==> src/rtl/simp_frame_stats.sv <==
// -----------------------------------------------------------------------------
// simp_frame_stats
//
// This block sits downstream of the simp_fun datapath. It collects every
// FRAME_LEN accepted samples into one frame. For each frame it reports the
// sum, the minimum and the maximum on a held result port. That port has its
// own valid/ready handshake.
//
// Build option:
//   SIMP_FRAME_STATS_SAT_EN
//     When this macro is defined, the frame sum saturates at 2^SUM_W-1 and
//     out_ovf flags every frame whose sum saturated.
//     When it is not defined, the frame sum wraps modulo 2^SUM_W, no overflow
//     logic is built, and out_ovf is tied to 0.
//
// Parameters:
//   WIDTH     sample width (the same as simp_fun WIDTH)
//   FRAME_LEN samples per frame, must be >= 2
//   SUM_W     accumulator and out_sum width, must be >= WIDTH
//
// Ports:
//   clk        rising-edge clock
//   rst        asynchronous reset, active low
//   in_valid   in_data is valid
//   in_ready   the block accepts in_data (decoded from state and out_ready)
//   in_data    unsigned sample
//   out_valid  a frame result is held on out_sum/out_min/out_max/out_ovf
//   out_ready  the consumer accepts the frame result
//   out_sum    unsigned frame sum
//   out_min    smallest sample in the frame
//   out_max    largest sample in the frame
//   out_ovf    the frame sum exceeded 2^SUM_W-1 (saturating build only)
// -----------------------------------------------------------------------------
module simp_frame_stats #(
  parameter int WIDTH     = 8,
  parameter int FRAME_LEN = 16,
  parameter int SUM_W     = 12
) (
  input  logic             clk,
  input  logic             rst,
  input  logic             in_valid,
  output logic             in_ready,
  input  logic [WIDTH-1:0] in_data,
  output logic             out_valid,
  input  logic             out_ready,
  output logic [SUM_W-1:0] out_sum,
  output logic [WIDTH-1:0] out_min,
  output logic [WIDTH-1:0] out_max,
  output logic             out_ovf
);

  localparam int CNT_W = (FRAME_LEN > 2) ? $clog2(FRAME_LEN) : 1;
  localparam logic [CNT_W-1:0] LAST_IDX = CNT_W'(FRAME_LEN - 1);

  typedef enum logic {ACCUM, HOLD} state_t;

  state_t           state, state_nxt;
  logic [CNT_W-1:0] cnt;
  logic [SUM_W-1:0] acc_sum;
  logic [WIDTH-1:0] acc_min;
  logic [WIDTH-1:0] acc_max;

  logic             accept;
  logic             last;
  logic [SUM_W-1:0] sum_upd;
  logic [WIDTH-1:0] min_upd;
  logic [WIDTH-1:0] max_upd;

`ifdef SIMP_FRAME_STATS_SAT_EN
  logic             acc_ovf;
  logic             ovf_upd;
  logic             out_ovf_q;
  logic [SUM_W:0]   sum_ext;

  // Clamp a one-bit-wider sum to the largest value that fits in SUM_W bits.
  function automatic logic [SUM_W-1:0] sat_sum(input logic [SUM_W:0] s);
    return s[SUM_W] ? {SUM_W{1'b1}} : s[SUM_W-1:0];
  endfunction
`endif

  // The input side is ready in ACCUM. In HOLD it is ready only while the
  // held result is being delivered, so that no bubble appears between frames.
  assign in_ready  = (state == ACCUM) ? 1'b1 : out_ready;
  assign out_valid = (state == HOLD);
  assign accept    = in_valid && in_ready;
  assign last      = (cnt == LAST_IDX);

  // ---- combinational update of the running statistics ----
`ifdef SIMP_FRAME_STATS_SAT_EN
  assign sum_ext = {1'b0, acc_sum} + (SUM_W+1)'(in_data);
  assign sum_upd = sat_sum(sum_ext);
  assign ovf_upd = acc_ovf | sum_ext[SUM_W];
`else
  assign sum_upd = acc_sum + SUM_W'(in_data);
`endif
  assign min_upd = (in_data < acc_min) ? in_data : acc_min;
  assign max_upd = (in_data > acc_max) ? in_data : acc_max;

  always_comb begin
    state_nxt = state;
    case (state)
      ACCUM: if (accept && last) state_nxt = HOLD;
      HOLD:  if (out_ready)      state_nxt = ACCUM;
      default: state_nxt = ACCUM;
    endcase
  end

  // ---- registered state, accumulators and held frame result ----
  always_ff @(posedge clk or negedge rst) begin
    if (!rst) begin
      state   <= ACCUM;
      cnt     <= '0;
      acc_sum <= '0;
      acc_min <= '1;
      acc_max <= '0;
      out_sum <= '0;
      out_min <= '0;
      out_max <= '0;
`ifdef SIMP_FRAME_STATS_SAT_EN
      acc_ovf   <= 1'b0;
      out_ovf_q <= 1'b0;
`endif
    end else begin
      state <= state_nxt;
      if (accept) begin
        if (last) begin
          // The frame is complete: publish the result and restart empty.
          out_sum <= sum_upd;
          out_min <= min_upd;
          out_max <= max_upd;
          cnt     <= '0;
          acc_sum <= '0;
          acc_min <= '1;
          acc_max <= '0;
`ifdef SIMP_FRAME_STATS_SAT_EN
          out_ovf_q <= ovf_upd;
          acc_ovf   <= 1'b0;
`endif
        end else begin
          cnt     <= cnt + CNT_W'(1);
          acc_sum <= sum_upd;
          acc_min <= min_upd;
          acc_max <= max_upd;
`ifdef SIMP_FRAME_STATS_SAT_EN
          acc_ovf <= ovf_upd;
`endif
        end
      end
    end
  end

`ifdef SIMP_FRAME_STATS_SAT_EN
  assign out_ovf = out_ovf_q;
`else
  assign out_ovf = 1'b0;
`endif

endmodule

==> config.mk <==
export PLATFORM = sky130hd
export DESIGN_NAME = simp_frame_stats
export DESIGN_NICKNAME = d
export VERILOG_FILES = /design/src/rtl/simp_frame_stats.sv
export SDC_FILE = /design/constraint.sdc
export NUM_CORES = 1
export LEC_CHECK = 0
export ABC_AREA = 1
export BUFFER_PORTS_ARGS = -buffer_cell sky130_fd_sc_hd__buf_2
export CAP_MARGIN = 40
export CORE_MARGIN = 4
export CORE_UTILIZATION = 58
export CTS_CLUSTER_DIAMETER = 120
export DETAILED_ROUTE_END_ITERATION = 16
export PLACE_DENSITY = 0.81
export SYNTH_ARGS = -nofsm -noshare
export SYNTH_HDL_FRONTEND = slang
export SYNTH_SLANG_ARGS = --single-unit
==> constraint.sdc <==
create_clock -name clk -period 3.9 [get_ports clk]
set_input_delay 0.195 -clock clk [delete_from_list [all_inputs] [get_ports clk]]
set_output_delay 0.195 -clock clk [all_outputs]
set_load 0.01 [all_outputs]
==> reports/qor.txt <==
Peak VDD IR -> 409 uV
Port Buf Inserts -> 41
startpoint class of the critical path -> flip-flop
Overflow after GRT -> 0
Slew Viols, Final -> 0
Mapped Cells -> 465
Bufs and invs on worst path -> 1
CP Capture Type -> flip-flop
top layer in use -> met4
Synth cell types -> 31
worst setup path class -> flip-flop to flip-flop
CP max-delay cell -> nor2_8
# resized after CTS -> 0
Worst Max-Slew Pin Slew -> 0.756 ns
total power -> 3.23 mW
Core Footprint -> 5960 um^2
Final Skew -> 0.00899 ns
layout cells sized above 1 -> 16.4%
cell repeated most along the worst path -> nand2_2
Tmin final -> 2.03 ns
n_diodes -> 0
die area -> 7510 um^2
starting density of the core -> 60.2%
Die X -> 86.6 um
sequential share of the synthesized area -> 42.8%
Max-slew headroom -> 49.6%
setup TNS -> 0 ns
die height -> 86.6 um
clock sink total -> 61
Crit path arrival time -> 2.26 ns
crit-path max cell delay -> 0.51 ns
FF-to-FF Start -> out_valid$_DFF_PN0_
H-tree depth -> 3
via count -> 3112
Pre-antenna DRT Iters -> 4
FF-to-FF End -> cnt[3]$_DFFE_PN0P_
Hold Slack -> -0.0123 ns
hold crit path type -> input port to async pin
Max clock buf depth -> 2
CTS clock-pin slew for the worst setup and hold paths -> 0.07 ns
Synth Area per Inst -> 7.71 um^2
first-iteration detailed-routing DRC count -> 148
status -> finished with violations
commonest non-fill, non-tap cell in the layout -> nand2_1
LEAKAGE -> 2.28 nW
Mapped Nets -> 502
NumNets Final -> 544
GRT Total Usage -> 23.8%
setup violators final -> 0
Post-Layout Cell Count -> 587
M1 wire length -> 3.57 mm
Num CTS Buffers -> 9
Register Area -> 1540 um^2
CTS tree -> yes
largest net degree at the start of global routing -> 62
worst reg-to-reg setup slack -> 1.87 ns
max cap viols -> 0
Post-Syn Area -> 3590 um^2
Max Freq -> 492 MHz
failing checks -> negative hold slack
first-pass GRT wire length -> 14.0 mm
RSZ-0062 raised after global routing -> false
placed cells -> 571
CP top delay family -> simple AND/OR/NAND/NOR gates
GPL Wtd Cong -> 0.854
Hold Vio Cnt, Final -> 6
Reg2Reg Depth -> 6
multi-input logic area -> 1730 um^2
Seq cells post-synth -> 61
Routed Antenna Nets -> 0
mean number of vias per cell -> 5.30
CTS root buf -> clkbuf_8
hpwl dp -> 5.80 mm
number of global-route vias before repair -> 3097
standard-cell rows -> 28
DR WL met2 -> 3.94 mm
WL final -> 8.04 mm
CP required -> 4.13 ns
num ports -> 43
commonest cells after routing, fill and taps aside -> 170 x nand2_1, 61 x nand3_1, 54 x inv_1, 53 x dfrtp_1, 41 x buf_2
CP cell instances -> nand2_2 -> nand2_2 -> nor2_8 -> inv_4 -> o21ai_0 -> a21oi_1
Hold Buf Count CTS -> 0
clock insertion delay at the later pin of the skew report -> 0.34 ns
CP Max Fanout -> 36
Yosys warnings -> 0
initial antenna violation count -> 0
post-CTS setup buffers -> 0
Layout area overhead -> 11.4%
Fillers -> 499
Cell Pwr Density -> 808 nW/um^2
period utilisation layout -> 52.2%
wire length per cell -> 13.7 um
met3 routed WL -> 437 um
DRC viols -> 0
-- sequential cells by signal (all words and copies together), names as in the netlist --
signal / cells
acc_sum: 12
acc_max: 8
out_sum: 12
out_max: 8
out_min: 8
acc_min: 8
out_valid: 1
cnt: 4
-- power breakdown --
group | internal [mW] | total, mW | leakage (nW) | switching (mW)
sequential | 0.963 | 1.14 | 0.740 | 0.175
combinational | 0.559 | 1.53 | 1.44 | 0.975
clock | 0.311 | 0.557 | 0.0964 | 0.247
total | 1.83 | 3.23 | 2.28 | 1.40
-- logic make-up after synthesis --
family | count (synthesis) | synth area share (%)
buf+inv | 71 | 8.93
fa+ha+maj | 25 | 8.93
xor+xnor | 6 | 1.46
flops | 61 | 42.8
compound gates | 40 | 6.42
other cells | 1 | 0.105
simple gates | 261 | 31.3
-- metrics by stage --
step                      area (um^2)  utilization, %  worst slack, ns
after detailed placement         3800            63.9             1.87
final                            4000            67.1             1.87
after CTS                        4000            67.1             1.86
after floorplan                  3590               -             2.22
after global routing             4000            67.1             1.66
after global placement           3800            63.9             1.90
-- metal layers --
layer	up-vias	global-route usage [%]
met4	0	6.52
met5	-	0
li1	1572	-
met2	71	40.1
met3	13	5.04
met1	1456	31.1
-- cell usage after synthesis --
cell      number  area, um^2
nor3_4         1        16.3
dfrtp_1       53        1330
inv_1         54         203
o21a_1         2        15.0
buf_6          4        45.0
a22oi_1        1        7.51
buf_2          2        10.0
xnor2_1        1        8.76
nor2_1        14        52.6
nor2_8         1        20.0
nor3_1         2        10.0
clkbuf_1       1        3.75
xor2_1         5        43.8
ha_1          24         300
buf_4          5        37.5
o21ai_0       11        55.1
o21ai_2        4        35.0
inv_2          4        15.0
inv_4          1        6.26
nand4_1        4        25.0
nand2_2        7        43.8
o211ai_1       1        7.51
a21oi_1       14        70.1
nand2_1      170         638
nand4_2        1        12.5
conb_1         1        3.75
nand3_1       61         305
dfstp_2        8         210
o21ai_1        5        25.0
o21bai_1       2        15.0
fa_1           1        20.0
-- how the worst max path moves through the flow --
stage,start,to,slack [ns],cells after the start
floorplan,acc_min[7]$_DFFE_PN1P_,out_min[3]$_DFFE_PN0P_,2.22,12
global placement,out_valid$_DFF_PN0_,cnt[3]$_DFFE_PN0P_,1.90,6
detailed placement,out_valid$_DFF_PN0_,out_sum[5]$_DFFE_PN0P_,1.87,6
CTS,out_valid$_DFF_PN0_,cnt[3]$_DFFE_PN0P_,1.86,6
global route,acc_min[7]$_DFFE_PN1P_,out_min[7]$_DFFE_PN0P_,1.66,11
finish,out_valid$_DFF_PN0_,cnt[3]$_DFFE_PN0P_,1.87,6
-- area by class of cell --
cell class,instances,share of cell area [%]
tap,75,2.35
clock buffer,12,3.63
timing repair buffer,43,5.51
inverter,59,5.60
clock inverter,4,1.19
sequential,61,38.4
multi-input combinational,333,43.3
No activity file was read; power rests on OpenSTA's default activity.
